**src/rtl/player_sprite_renderer.sv**
```systemverilog
// Player sprite renderer: maps the scan position to a sprite-ROM address and
// composites the ROM colour over the background. It also steps the animation
// frame, mirrors the sprite and latches the player position once per video frame.
// x/y to rgb/hsync/vsync latency is three clock edges.
module player_sprite_renderer #(
    parameter int          SPRITE_W    = 32,
    parameter int          SPRITE_H    = 48,
    parameter int          N_FRAMES    = 4,
    parameter int          ANIM_DIV    = 8,
    parameter int          V_ACTIVE    = 480,
    parameter logic [11:0] TRANSPARENT = 12'hF0F
) (
    input  logic        clk,
    input  logic        rst_n,
    input  logic [9:0]  x,
    input  logic [9:0]  y,
    input  logic        video_on,
    input  logic        hsync_in,
    input  logic        vsync_in,
    input  logic [11:0] bg_color,
    input  logic [9:0]  pos_x,
    input  logic [9:0]  pos_y,
    input  logic        facing_left,
    input  logic        walking,
    output logic [9:0]  rom_row,
    output logic [9:0]  rom_col,
    input  logic [11:0] rom_color,
    output logic [11:0] rgb,
    output logic        hsync,
    output logic        vsync
);

    localparam int FW = (N_FRAMES > 1) ? $clog2(N_FRAMES) : 1;
    localparam int CW = (ANIM_DIV > 1) ? $clog2(ANIM_DIV) : 1;

    typedef enum logic {ANIM_IDLE, ANIM_WALK} anim_state_e;

    anim_state_e   state_q, state_d;
    logic [FW-1:0] frame_q, frame_d;
    logic [CW-1:0] div_q, div_d;
    logic [9:0]    px_q, py_q;
    logic          pf_q;

    logic          tick;
    logic [10:0]   x_end, y_end;
    logic          in_box;
    logic [9:0]    lc_raw, lc, lr;

    logic [9:0]    rom_row_q, rom_col_q;
    logic          in_box_p0_q, von_p0_q, hs_p0_q, vs_p0_q;
    logic [11:0]   bg_p0_q;
    logic          in_box_p1_q, von_p1_q, hs_p1_q, vs_p1_q;
    logic [11:0]   bg_p1_q;
    logic [11:0]   rgb_q;
    logic          hsync_q, vsync_q;

    // Priority: blanking, then an opaque sprite pixel, then the background.
    function automatic logic [11:0] composite(input logic von, input logic hit,
                                              input logic [11:0] spr, input logic [11:0] bg);
        if (!von)
            return 12'h000;
        else if (hit && (spr != TRANSPARENT))
            return spr;
        else
            return bg;
    endfunction

    // The frame tick sits on an invisible line, so latching here never tears the sprite.
    assign tick = (x == 10'd0) && (y == 10'(V_ACTIVE));

    // 11-bit box edges so a sprite near column/row 1023 clips instead of wrapping.
    assign x_end  = {1'b0, px_q} + 11'(SPRITE_W);
    assign y_end  = {1'b0, py_q} + 11'(SPRITE_H);
    assign in_box = (x >= px_q) && ({1'b0, x} < x_end) && (y >= py_q) && ({1'b0, y} < y_end);
    assign lc_raw = x - px_q;
    assign lc     = pf_q ? (10'(SPRITE_W - 1) - lc_raw) : lc_raw;
    assign lr     = (y - py_q) + 10'(32'(frame_q) * SPRITE_H);

    // Per-frame position/facing latch and animation registers.
    always_ff @(posedge clk or negedge rst_n) begin
        if (!rst_n) begin
            px_q    <= '0;
            py_q    <= '0;
            pf_q    <= 1'b0;
            state_q <= ANIM_IDLE;
            frame_q <= '0;
            div_q   <= '0;
        end else begin
            state_q <= state_d;
            frame_q <= frame_d;
            div_q   <= div_d;
            if (tick) begin
                px_q <= pos_x;
                py_q <= pos_y;
                pf_q <= facing_left;
            end
        end
    end

    // Animation next state: only the frame tick advances or clears the counters.
    always_comb begin
        state_d = state_q;
        frame_d = frame_q;
        div_d   = div_q;
        if (tick) begin
            state_d = walking ? ANIM_WALK : ANIM_IDLE;
            case (state_d)
                ANIM_IDLE: begin
                    frame_d = '0;
                    div_d   = '0;
                end
                ANIM_WALK: begin
                    if (div_q == CW'(ANIM_DIV - 1)) begin
                        div_d   = '0;
                        frame_d = (frame_q == FW'(N_FRAMES - 1)) ? '0 : frame_q + 1'b1;
                    end else begin
                        div_d = div_q + 1'b1;
                    end
                end
                default: ;
            endcase
        end
    end

    // Stage 1 control: ROM address and side-band flags sampled with x/y.
    always_ff @(posedge clk or negedge rst_n) begin
        if (!rst_n) begin
            rom_row_q   <= '0;
            rom_col_q   <= '0;
            in_box_p0_q <= 1'b0;
            von_p0_q    <= 1'b0;
            hs_p0_q     <= 1'b1;
            vs_p0_q     <= 1'b1;
        end else begin
            rom_row_q   <= in_box ? lr : 10'd0;
            rom_col_q   <= in_box ? lc : 10'd0;
            in_box_p0_q <= in_box;
            von_p0_q    <= video_on;
            hs_p0_q     <= hsync_in;
            vs_p0_q     <= vsync_in;
        end
    end

    // Background colour pipeline; blanking via von covers its unreset start-up.
    always_ff @(posedge clk) begin
        bg_p0_q <= bg_color;
        bg_p1_q <= bg_p0_q;
    end

    // Stage 2: side-band waits while the ROM registers the address.
    always_ff @(posedge clk or negedge rst_n) begin
        if (!rst_n) begin
            in_box_p1_q <= 1'b0;
            von_p1_q    <= 1'b0;
            hs_p1_q     <= 1'b1;
            vs_p1_q     <= 1'b1;
        end else begin
            in_box_p1_q <= in_box_p0_q;
            von_p1_q    <= von_p0_q;
            hs_p1_q     <= hs_p0_q;
            vs_p1_q     <= vs_p0_q;
        end
    end

    // Stage 3: composite with the now-valid ROM colour; syncs leave alongside.
    always_ff @(posedge clk or negedge rst_n) begin
        if (!rst_n) begin
            rgb_q   <= 12'h000;
            hsync_q <= 1'b1;
            vsync_q <= 1'b1;
        end else begin
            rgb_q   <= composite(von_p1_q, in_box_p1_q, rom_color, bg_p1_q);
            hsync_q <= hs_p1_q;
            vsync_q <= vs_p1_q;
        end
    end

    assign rom_row = rom_row_q;
    assign rom_col = rom_col_q;
    assign rgb     = rgb_q;
    assign hsync   = hsync_q;
    assign vsync   = vsync_q;

endmodule

```
**config.mk**
```make
export PLATFORM = sky130hd
export DESIGN_NAME = player_sprite_renderer
export DESIGN_NICKNAME = d
export VERILOG_FILES = /design/src/rtl/player_sprite_renderer.sv
export SDC_FILE = /design/constraint.sdc
export NUM_CORES = 1
export LEC_CHECK = 0
export BUFFER_PORTS_ARGS = -buffer_cell sky130_fd_sc_hd__clkbuf_2
export CORE_MARGIN = 2
export CORE_UTILIZATION = 24
export DETAILED_ROUTE_END_ITERATION = 8
export PLACE_DENSITY = 0.47
export SYNTH_ARGS = -nofsm -noshare
export SYNTH_HDL_FRONTEND = slang
export SYNTH_SLANG_ARGS = --single-unit
```
**constraint.sdc**
```tcl
create_clock -name clk -period 3.07 [get_ports clk]
set_input_delay 0.614 -clock clk [delete_from_list [all_inputs] [get_ports clk]]
set_output_delay 0.614 -clock clk [all_outputs]
set_load 0.02 [all_outputs]
```
Word-level counts from Yosys, hierarchy flattened

Cells that the tools add are included.

Register bits: 92

$add $sub $neg: 8
Multipliers: 1
$lt $le $gt $ge: 4
Equal/unequal tests: 5
Mux-type cells: 11
Bitwise logic cells: 1
Reductions and logical operators: 7

Operators by type and width:

| operator                                                               | number |
|---|---|
| 10-bit two-way mux                                                     | 3 |
| 12-bit two-way mux                                                     | 2 |
| 10-bit by 6-bit adder with 11-bit output, second input constant        | 2 |
| 10-bit by 11-bit < comparator with 1-bit output                        | 2 |
| 10-bit >= comparator                                                   | 2 |
| 10-bit subtractor                                                      | 2 |
| 12-bit != test, second input constant                                  | 1 |
| 10-bit by 8-bit adder with 10-bit output                               | 1 |
| 10-bit by 9-bit equality test with 1-bit output, second input constant | 1 |
| 10-bit zero test                                                       | 1 |
| 5-bit by 10-bit subtractor with 10-bit output, first input constant    | 1 |
| 3-bit case mux with 2 select lines                                     | 1 |
| 1-bit logical AND                                                      | 5 |
| 2-bit by 2-bit multiplier with 4-bit output, second input constant     | 1 |
| 2-bit two-way mux                                                      | 2 |
| 2-bit case mux with 2 select lines                                     | 1 |
| 3-bit by 1-bit adder with 3-bit output, second input constant          | 1 |
| 3-bit equality test, second input constant                             | 1 |
| 3-bit two-way mux                                                      | 1 |
| 2-bit by 1-bit adder with 2-bit output, second input constant          | 1 |
| 2-bit equality test, second input constant                             | 1 |
| 2-bit by 1-bit != test with 1-bit output, second input constant        | 1 |
| 2-bit AND reduction                                                    | 1 |
| 1-bit two-way mux                                                      | 1 |
| 1-bit NOT                                                              | 1 |

Logic depth before layout (Yosys ltp)

Gate-level depths: netlist of the first run.

Depth after elaboration: 6
Gate-level depth with buffers: 13

Worst setup path after synthesis of the first run

Ideal clock, no wire load.

Path kind: input-to-reg
Start: input x[0]
End: register rom_col_q[9] (netlist: rom_col[9])
Setup time: 0.119 ns
Arrival time: 2.719 ns
Path slack: 0.233 ns
Stages: 13
Path buffers: 0
Cells stage by stage: inv_1 -> ha_1 -> inv_1 -> fa_1 -> a211oi_1 -> o21bai_1 -> a21oi_1 -> xor2_1 -> ha_1 -> inv_1 -> o31ai_1 -> xnor2_1 -> nor2_1

Longest elaborated chain between the ends: 5
Elaborated cells between the ends (all ways): 9
Classes of those cells: add/sub (2); order compare (2); mux (2); reduce/logical (3)

RTL lines:

| element                                                   | RTL line | RTL |
|---|---|---|
| start: declaration                                        | 15       | `input logic [9:0] x,` |
| branches (longest 4 deep; another with 10-bit subtractor) | --       |  |
| 10-bit two-way mux *                                      | 136      | `rom_col_q <= in_box ? lc : 10'd0;` |
| end signal: assignment                                    | 136      |  |
| end: declaration                                          | 49       | `logic [9:0] rom_row_q, rom_col_q;` |

Every way passes the cells marked *.
A chain may end at the register's enable or synchronous reset.

Worst setup path after layout of the first run

Start: register py_q[4]
End: register rom_row_q[3] (netlist: rom_row[3])

Longest elaborated chain between the ends: 4
Elaborated cells between the ends (all ways): 6
Classes of those cells: add/sub (1); order compare (2); mux (1); reduce/logical (2)

RTL lines:

| element                                                                                     | RTL line | RTL |
|---|---|---|
| start: declaration                                                                          | 41       | `logic [9:0] px_q, py_q;` |
| start signal: assignment                                                                    | 94       | `py_q <= pos_y;` |
| 10-bit by 6-bit adder with 11-bit output / 10-bit >= comparator (equally long branches)     | 73, 74   |  |
| 10-bit by 11-bit < comparator with 1-bit output / 1-bit logical AND (equally long branches) | 74       | `assign in_box = (x >= px_q) && ({1'b0, x} < x_end) && (y >= py_q) && ({1'b0, y} < y_end);` |
| 1-bit logical AND *                                                                         | 74       |  |
| 10-bit two-way mux *                                                                        | 135      | `rom_row_q <= in_box ? lr : 10'd0;` |
| end signal: assignment                                                                      | 135      |  |
| end: declaration                                                                            | 49       |  |

Mark *: on every way between the ends. The rest lies on a longest branch, timed or not.

==> results.md, run 1 <==
* GPL Wtd Cong at ~0.9
* Fmax at roughly 360 MHz
* Met1 Resource Use GR at 15.24%
* Cts bufs inserted at 9
* Final cycle utilization of the critical path at between 80% and 90%
* Root Buffer: clkbuf_16
* Post-synth ARST share at 73.91%
* Die area at 20,450 sq um
* Placed Area at roughly 5500 sq um
* Worst-path cell chain: inv_1 > ha_1 > nor3_1 > xnor2_1 > ha_1 > a21o_1 > a21oi_1 > a31oi_1 > a2111o_1 > a21oi_2 > nand4_2 > buf_4 > nor3_1
* Core area at 18,830 sq um
* Sequential cell area fraction in the yosys report at between 40 and 50%
* Peak VDD IR at around 0.19 mV
* Crit path max-delay cell type: dfrtp_2
* Setup Buffers After CTS at 0
* Slew margin rel. at around 66%
* Levels on crit path at 13
* Met3 GRT Util at under 10%
* Number of diodes at 0
* Vias in the first global route at 3,766
* Fillers at 1,992
* Die Y-Extent at ~140 um
* Wire length per cell at about 14 um
* Slew Viols, Final at 0
* Layout cells sized above 1 at about a quarter
* Register bit total from synthesis at 92
* Net Count, Synth at between 500 and 600
* Number of synthesized flops with an enable pin at 0
* GR Overflow Total at 0
* Endpoints failing setup at 0
* Initial antenna violation count at 0
* Cell row count at 50
* Crit start category: flip-flop
* GRT Overall Usage at 11.83%
* Max cap viols at 0
* Crit path buffers/inverters at 2
* Number of distinct library cells after synthesis at 49
* Slew @ Worst Pin at ~500 ps
* Via Count at ~3,500
* Crit-path max cell delay at between 400 and 500 ps
* PortBufs at around 100
* RSZ-0062 raised after global routing: false
* Largest net degree at the start of global routing at 34
* Max Root-Sink Buffers at 2
* Top post-synthesis cells by count: dfrtp_1, ha_1, inv_1, o21ai_0, nand2_1
* Final WL at about 11 mm
* Sink Count at 92
* Status: complete, no violations
* IO Count at around 110
* CP delay by family, top: compound AO/OA/AOI/OAI gates
* CP arrival at approximately 3000 ps
* Post-detailed-route count of antenna-violating nets at 0
* Minimum clock period at 2742 ps
* Ranking of synthesized cells by area: dfrtp_1, ha_1, dfxtp_1, fa_1, o21ai_0
* Setup TNS at 0 ps
* CP Class: reg2reg
* Total power at between 0.002 and 0.003 W
* Yosys warns at 0
* Die width at between 100 and 150 um
* Met2 Track Usage GR at a little under a fifth
* Syn Area/Cell at 10.42 sq um
* Top-area cell type share of the netlist area at 33.45%
* Crit path required time at around 3300 ps
* H-tree Lvls at 3
* Global route hottest layer: met2
* Hpwl dp at 9.189 mm
* Worst Setup Slack, final at roughly 330 ps
* Crit. End Element: flip-flop
* Starting density of the core at approximately 25%
* CTS Hold Bufs at 0
* Drt pass-1 iters at 4
* HP Class: in2async
* DRC violations left at 0
* Clk_skew at approximately 5.7 ps
* Post-synth top area cell: dfrtp_1
* Top FF cell, synth: dfrtp_1
* Gate Count Post-Synth at about 450
* Highest net fanout along the worst path at 10
* DRT iter0 DRCs at between 70 and 80
* Final #Nets at approximately 690
* Final Hold Vio Count at 0
* CTS tree: yes
* Clock Latency Late Sink at 350 ps
* Total power divided by cell area at approximately 440 nW/um^2
* Most common cell in the netlist: dfrtp_1
* Cell area after layout at 5823 sq um
* Synthesized area at about 4600 sq um
* Worst reg2reg path depth at 13
* Clock transition at path regs at approximately 70 ps
* Area delta synth->final at 25.55%
* Via density per instance at between 4 and 5
* P_leak at 2.869 nW
* Pre-CTS WS at -19.38 ps
* Global-route wire length before repair at ~19 mm
-- through the flow --
stage               cells  hold WS [ps]  util, %
floorplan             445         309.6        -
global placement      808         309.8    29.34
detailed placement    808         312.1    29.34
CTS                   824         100.8    30.92
global route          824         106.4    30.92
finish                824         108.6    30.92
-- registers in the layout, summed over array words and instances, names as in the netlist, 2 cells and up --
register and count:
bg_p0_q 12, bg_p1_q 12, div_q 3, frame_q 2
px_q 10, py_q 10, rgb 12, rom_col 10
rom_row 10
-- power breakdown --
| group | internal, W | switching (W) |
|---|---|---|
| registers | 0.00124 | 0.00000899 |
| logic | 0.0000998 | 0.000127 |
| clock network | 0.000607 | 0.000489 |
-- cells in the final DEF (no fill, tap or decap), types with 4 or more instances in the layout --
cell type	count
nand4_1	4
ha_1	47
nor3_1	5
a21oi_1	23
nand2_1	34
dfrtp_1	61
dfstp_2	6
xnor2_1	19
nor2_1	29
nand3_1	5
clkbuf_2	103
dfxtp_1	24
nor3_2	4
buf_4	9
clkbuf_16	10
mux2i_1	8
fa_1	10
xor2_1	9
a31oi_1	5
inv_1	43
a21boi_0	4
o21ai_0	39
nor2b_1	13
-- final cells by class --
| cell class | count | area [sq um] | share of cell area [%] |
|---|---|---|---|
| clock buffer | 11 | 254.0 | 4.362 |
| sequential | 92 | 2191 | 37.62 |
| inverter | 45 | 168.9 | 2.901 |
| multi-input combinational | 297 | 2232 | 38.33 |
| tap | 260 | 325.3 | 5.587 |
| timing repair buffer | 114 | 608.1 | 10.44 |
| clock inverter | 5 | 43.79 | 0.7520 |
-- what timing repair did --
action	4_1_cts	5_1_grt
endpoints found under the setup margin	0	2
gates resized for setup	0	1
endpoints found under the hold margin	0	0
-- metal layers --
metal  vias to the layer above  part of all wire (%)
li1                       1736                     -
met1                      1600                    47
met2                        98                    44
met3                        17                   6.4
met4                         0                   2.8
met5                         -                     0
-- final timing paths --
path | slack (ps) | endpoint | from
worst min-delay path | 110 | rom_row[8] | rst_n
worst max-delay path | 330 | rom_row[3] | py_q[4]
max in group asynchronous | 2260 | py_q[4] | rst_n
worst max register to register | 330 | rom_row[3] | py_q[4]
worst min register to register | 330 | bg_p1_q[10] | bg_p0_q[10]
min in group clk | 330 | bg_p1_q[10] | bg_p0_q[10]
-- cell families after synthesis --
| logic type | synth area share, % |
|---|---|
| multiplexers | 2.455 |
| buffers and inverters | 4.774 |
| XOR/XNOR | 5.287 |
| AO/OA/AOI/OAI | 11.41 |
| flip-flops | 47.21 |
| adder cells (fa/ha/maj) | 16.99 |
| AND/OR/NAND/NOR | 11.87 |
Note: power is estimated with default switching activity, not from simulation.
==> inputs of run 2 (changes only) <==
clock period = 3 ns   (was 3.07 ns; I/O delays follow)
==> results.md, run 2 (synthesized netlist as in run 1, its figures left out) <==
* H-tree Lvls at 3 (unchanged)
* CP delay by family, top: compound AO/OA/AOI/OAI gates
* Max Root-Sink Buffers at 2 (unchanged)
* Area delta synth->final at 26.14%
* Cell mode on critical path: ha_1
* IO Count at 105 (unchanged)
* Cts repair resizes at 0 (unchanged)
* Final hold slack at 327.8 ps (+219.2 ps)
* Clock Latency Late Sink at 350 ps (about the same)
* Endpoints failing setup at 0 (unchanged)
* Final #Nets at 688 (+0.15%)
* Final cycle utilization of the critical path at 91.25% (+1.9 points)
* Sink Count at 92 (unchanged)
* RSZ-0062 raised after global routing: false
* Commonest non-fill, non-tap cells in the layout: clkbuf_2, dfrtp_1, ha_1
* CP Class: reg2reg
* Crit-path max cell delay at 420 ps (about the same)
* Starting density of the core at 24.63% (unchanged)
* Placed Cells at 809 (+0.12%)
* CP arrival at 2990 ps (about the same)
* Vias in the first global route at 3,661 (-2.8%)
* Non-Filler Instances at 825 (+0.12%)
* Die width at 143.0 um (unchanged)
* Slew margin rel. at 40.36% (-26 points)
* Slew @ Worst Pin at 894.5 ps (+387.4 ps)
* Number of diodes at 0 (unchanged)
* Crit path max-delay cell type: dfrtp_2
* Clk_skew at 8.085 ps (+2.380 ps)
* Core area at 18,830 sq um (unchanged)
* Crit start category: flip-flop
* Clock transition at path regs at 70 ps (about the same)
* Slew Viols, Final at 0 (unchanged)
* Worst-path cell chain: inv_1 > ha_1 > nor3_2 > xnor2_1 > ha_1 > a21o_1 > a21oi_1 > a31oi_1 > a2111o_1 > a21oi_2 > nand4_2 > buf_12 > nor3_1
* Worst reg2reg path depth at 13 (unchanged)
* Total power at 0.002686 W (+4.4%)
* Post-detailed-route count of antenna-violating nets at 0 (unchanged)
* Minimum clock period at 2738 ps (-4.733 ps)
* Via Count at 3,454 (+0.087%)
* PortBufs at 104 (unchanged)
* Levels on crit path at 13 (unchanged)
* Placed Area at 5544 sq um (+0.36%)
* Setup Buffers After CTS at 0 (unchanged)
* Final Hold Vio Count at 0 (unchanged)
* Largest net degree at the start of global routing at 69 (+100%)
* Core Util, Final at 31.07% (+0.15 points)
* DRC violations left at 0 (unchanged)
* Crit path buffers/inverters at 2 (unchanged)
* Crit path required time at 3260 ps (-70 ps)
* GRT Overall Usage at 11.73% (-0.10 points)
* Root Buffer: clkbuf_16
* GR Overflow Total at 0 (unchanged)
* Final WL at 11.54 mm (+1.1%)
* CTS Hold Bufs at 0 (unchanged)
* Global-route wire length before repair at 18.51 mm (-1.4%)
* Total power divided by cell area at 459.1 nW/um^2 (+3.9%)
* Most common cell after layout, fill and taps aside: clkbuf_2
* Layout cells sized above 1 at 26.55% (+0.31 points)
* Cell row count at 50 (unchanged)
* HP Class: reg2reg
* Max cap viols at 0 (unchanged)
* GPL Wtd Cong at 0.8126 (-8.5%)
* Fmax at 365.3 MHz (+0.17%)
* Drt pass-1 iters at 5 (+1)
* Status: complete, no violations
* Hold path cells at 0
* Highest net fanout along the worst path at 10 (unchanged)
* Crit. End Element: flip-flop
* Peak VDD IR at 0.1713 mV (-9.4%)
* CTS tree: yes
* DRT iter0 DRCs at 122 (+56%)
* Die Y-Extent at 143.0 um (unchanged)
* Initial antenna violation count at 0 (unchanged)
* Hpwl dp at 8.982 mm (-2.2%)
* P_leak at 2.886 nW (+0.62%)
* Via density per instance at 4.187 (about the same)
* Wire length per cell at 13.99 um (+1.0%)
* Cts bufs inserted at 9 (unchanged)
* Cell area after layout at 5851 sq um (+0.47%)
* Die area at 20,450 sq um (unchanged)
run 2: worst paths after layout:
check	start	end	slack (ps)
min	bg_p0_q[10]	bg_p1_q[10]	330
min in group asynchronous	rst_n	div_q[0]	480
max in group asynchronous	rst_n	py_q[4]	1910
max	py_q[4]	rom_row[3]	260
min reg2reg	bg_p0_q[10]	bg_p1_q[10]	330
max reg2reg	py_q[4]	rom_row[3]	260
run 2: final cells by class:
type	instances	area, sq um
clock inverters	6	71.32
inverters	45	168.9
well taps	260	325.3
multi-input cells	297	2237
flip-flops and latches	92	2191
fillers	1973	12980
repair buffers	115	628.1
clock buffers	10	229.0
run 2: layer usage:
layer  part of all wire (%)  vias up  track usage [%]
met3                    4.9       18            2.314
li1                       -     1728                -
met4                    2.5        0            5.367
met2                     45       92            18.48
met1                     48     1616            15.52
met5                      0        -                0
run 2: worst register-to-register path, delay by kind of cell (launching register included):
| family | cells | cell delay (ps) |
|---|---|---|
| XOR/XNOR | 1 | 140 |
| AO/OA/AOI/OAI | 5 | 810 |
| flip-flops | 1 | 420 |
| AND/OR/NAND/NOR | 3 | 470 |
| buffers and inverters | 2 | 270 |
| adder cells (fa/ha/maj) | 2 | 520 |
run 2: through the flow:
stage          worst slack (ps)  TNS, ps
3_5_place_dp             -6.310   -6.310
3_3_place_gp              17.61        0
4_1_cts                   156.4        0
6_report                  262.4        0
5_1_grt                   53.66        0
2_1_floorplan             176.7        0
run 2: power breakdown:
| group | internal (W) | switching [W] | total, W | leakage [nW] |
|---|---|---|---|---|
| registers | 0.00127 | 0.00000909 | 0.00128 | 0.994 |
| clock network | 0.000656 | 0.000519 | 0.00118 | 0.145 |
| logic | 0.000103 | 0.000131 | 0.000233 | 1.75 |
| total | 0.00203 | 0.000659 | 0.00269 | 2.89 |
==> inputs of run 3 (changes only) <==
PLACE_DENSITY = not set   (was 0.47)
PLACE_DENSITY_LB_ADDON = 0.05   (was not set)
clock period = 3.6 ns   (was 3 ns; I/O delays follow)
==> results.md, run 3 (synthesized netlist as in run 1, its figures left out) <==
* Status: complete, no violations
* Final #Nets at 681 (-1.0%)
* Clock Latency Late Sink at 340 ps (about the same)
* Cell row count at 50 (unchanged)
* Levels on crit path at 14 (+1)
* Die area at 20,450 sq um (unchanged)
* Slew margin rel. at 38.37% (-2.0 points)
* DRT iter0 DRCs at 131 (+7.4%)
* Die Y-Extent at 143.0 um (unchanged)
* Final cycle utilization of the critical path at about four fifths
* Global-route wire length before repair at 18.44 mm (-0.41%)
* Slew Viols, Final at 0 (unchanged)
* GRT Overall Usage at 11.82% (+0.085 points)
* R2R setup slack at 730 ps (+470 ps)
* Crit path buffers/inverters at 4 (+2)
* Hold path cells at 0 (unchanged)
* Crit-path max cell delay at 420 ps (about the same)
* P_leak at 2.844 nW (-1.5%)
* Core area at 18,830 sq um (unchanged)
* Critical Path Source: x[0]
* Via density per instance at 4.160 (-0.63%)
* Total power divided by cell area at 380.3 nW/um^2 (-17%)
* H-tree Lvls at 3 (unchanged)
* Fmax at 339.7 MHz
* Cts bufs inserted at 9 (unchanged)
* RSZ-0062 raised after global routing: false
* Worst r2r dst: rom_row[3]
* CTS Hold Bufs at 0 (unchanged)
* Max Root-Sink Buffers at 2 (unchanged)
* Largest net degree at the start of global routing at 69 (unchanged)
* Critical R2R Launch: py_q[4]
* Initial antenna violation count at 0 (unchanged)
* Sink Count at 92 (unchanged)
* GR Overflow Total at 0 (unchanged)
* Final Hold Vio Count at 0 (unchanged)
* Max cap viols at 0 (unchanged)
* Starting density of the core at 24.63% (unchanged)
* Crit start category: input pin
* Drt pass-1 iters at 4 (-1)
* Number of diodes at 0 (unchanged)
* Cell mode on critical path: inv_1
* PortBufs at 104 (unchanged)
* Clock transition at path regs at 70 ps (about the same)
* Vias in the first global route at 3,498 (-4.5%)
* Setup Buffers After CTS at 0 (unchanged)
* Commonest non-fill, non-tap cells in the layout: clkbuf_2, dfrtp_1, ha_1
* Die width at 143.0 um (unchanged)
* Worst hold start: bg_p0_q[1]
* Post-detailed-route count of antenna-violating nets at 0 (unchanged)
* Cts repair resizes at 0 (unchanged)
* Final hold slack at 328.2 ps (+0.4420 ps)
* Layout cells sized above 1 at 25.45% (-1.1 points)
* Worst-path cell chain: clkbuf_2 > inv_1 > ha_1 > inv_1 > fa_1 > a211oi_1 > o21bai_1 > a21oi_1 > xor2_1 > ha_1 > inv_1 > o31ai_1 > xnor2_1 > nor2_1
* Via Count at 3,403 (-1.5%)
* Clk_skew at 6.317 ps (-1.769 ps)
* CP Class: in2reg
* Hold EP: bg_p1_q[1]
* Crit path max-delay cell type: fa_1
* CP arrival at 3170 ps (+180 ps)
* Peak VDD IR at 0.1978 mV (+15%)
* Minimum clock period at approximately 3000 ps
* Slew @ Worst Pin at 924.5 ps (+29.96 ps)
* Setup TNS at 0 ps (unchanged)
* Crit. End Element: flip-flop
* Root Buffer: clkbuf_16
* Highest net fanout along the worst path at 3 (-7)
* Most common cell after layout, fill and taps aside: clkbuf_2
* Pre-CTS WS at 307.2 ps (+313.5 ps)
* Hpwl dp at 8.951 mm (-0.35%)
* CTS tree: yes
* HP Class: reg2reg
* DRC violations left at 0 (unchanged)
* Worst Setup Slack, final at 655.8 ps (+393.4 ps)
* Endpoints failing setup at 0 (unchanged)
* Final WL at 11.51 mm (-0.29%)
* CP delay by family, top: compound AO/OA/AOI/OAI gates
* Worst reg2reg path depth at 13 (unchanged)
* Wire length per cell at 14.07 um (+0.57%)
* IO Count at 105 (unchanged)
* Area delta synth->final at 24.22%
* Crit path required time at 3830 ps (+570 ps)
* GPL Wtd Cong at 0.7748 (-4.7%)
run 3: per-stage QoR:
stage | instance area (sq um) | utilization [%] | instances | power, W
after floorplan | 4638 | - | 445 | 0.001179
after global placement | 5469 | 29.04 | 802 | 0.001280
after detailed placement | 5469 | 29.04 | 802 | 0.001280
after CTS | 5762 | 30.60 | 818 | 0.002253
after global routing | 5762 | 30.60 | 818 | 0.002318
final | 5762 | 30.60 | 818 | 0.002191
run 3: routing by layer:
layer	GRT usage (%)	part of all wire, %
met2	18.96	45
met3	3.689	6.1
met1	15.61	47
met4	2.658	1.1
met5	0	0
run 3: worst max-delay path by stage:
| stage | end | slack [ps] |
|---|---|---|
| CTS | rom_col[9] | 670 |
| finish | rom_col[9] | 660 |
| global route | rom_col[9] | 430 |
| floorplan | rom_col[9] | 660 |
| detailed placement | rom_col[9] | 310 |
| global placement | rom_col[9] | 380 |
run 3: report_power, final:
group          leakage, nW  total (W)  internal, W  switching [W]
sequential           0.994    0.00106      0.00106     0.00000790
clock                0.145   0.000937     0.000486       0.000451
combinational         1.71   0.000190    0.0000818       0.000108
run 3: worst register-to-register path, delay by kind of cell (launching register included):
family | cells | cell delay, ps
buffers and inverters | 2 | 340
AO/OA/AOI/OAI | 5 | 820
flip-flops | 1 | 460
XOR/XNOR | 1 | 150
adder cells (fa/ha/maj) | 2 | 520
AND/OR/NAND/NOR | 3 | 490
run 3: layout make-up:
type                    count  area (sq um)
clock buffers               9         225.2
multi-input cells         297          2232
clock inverters             7         67.56
flip-flops and latches     92          2190
inverters                  45         168.9
fillers                  1987         13070
repair buffers            108         553.0
well taps                 260         325.3
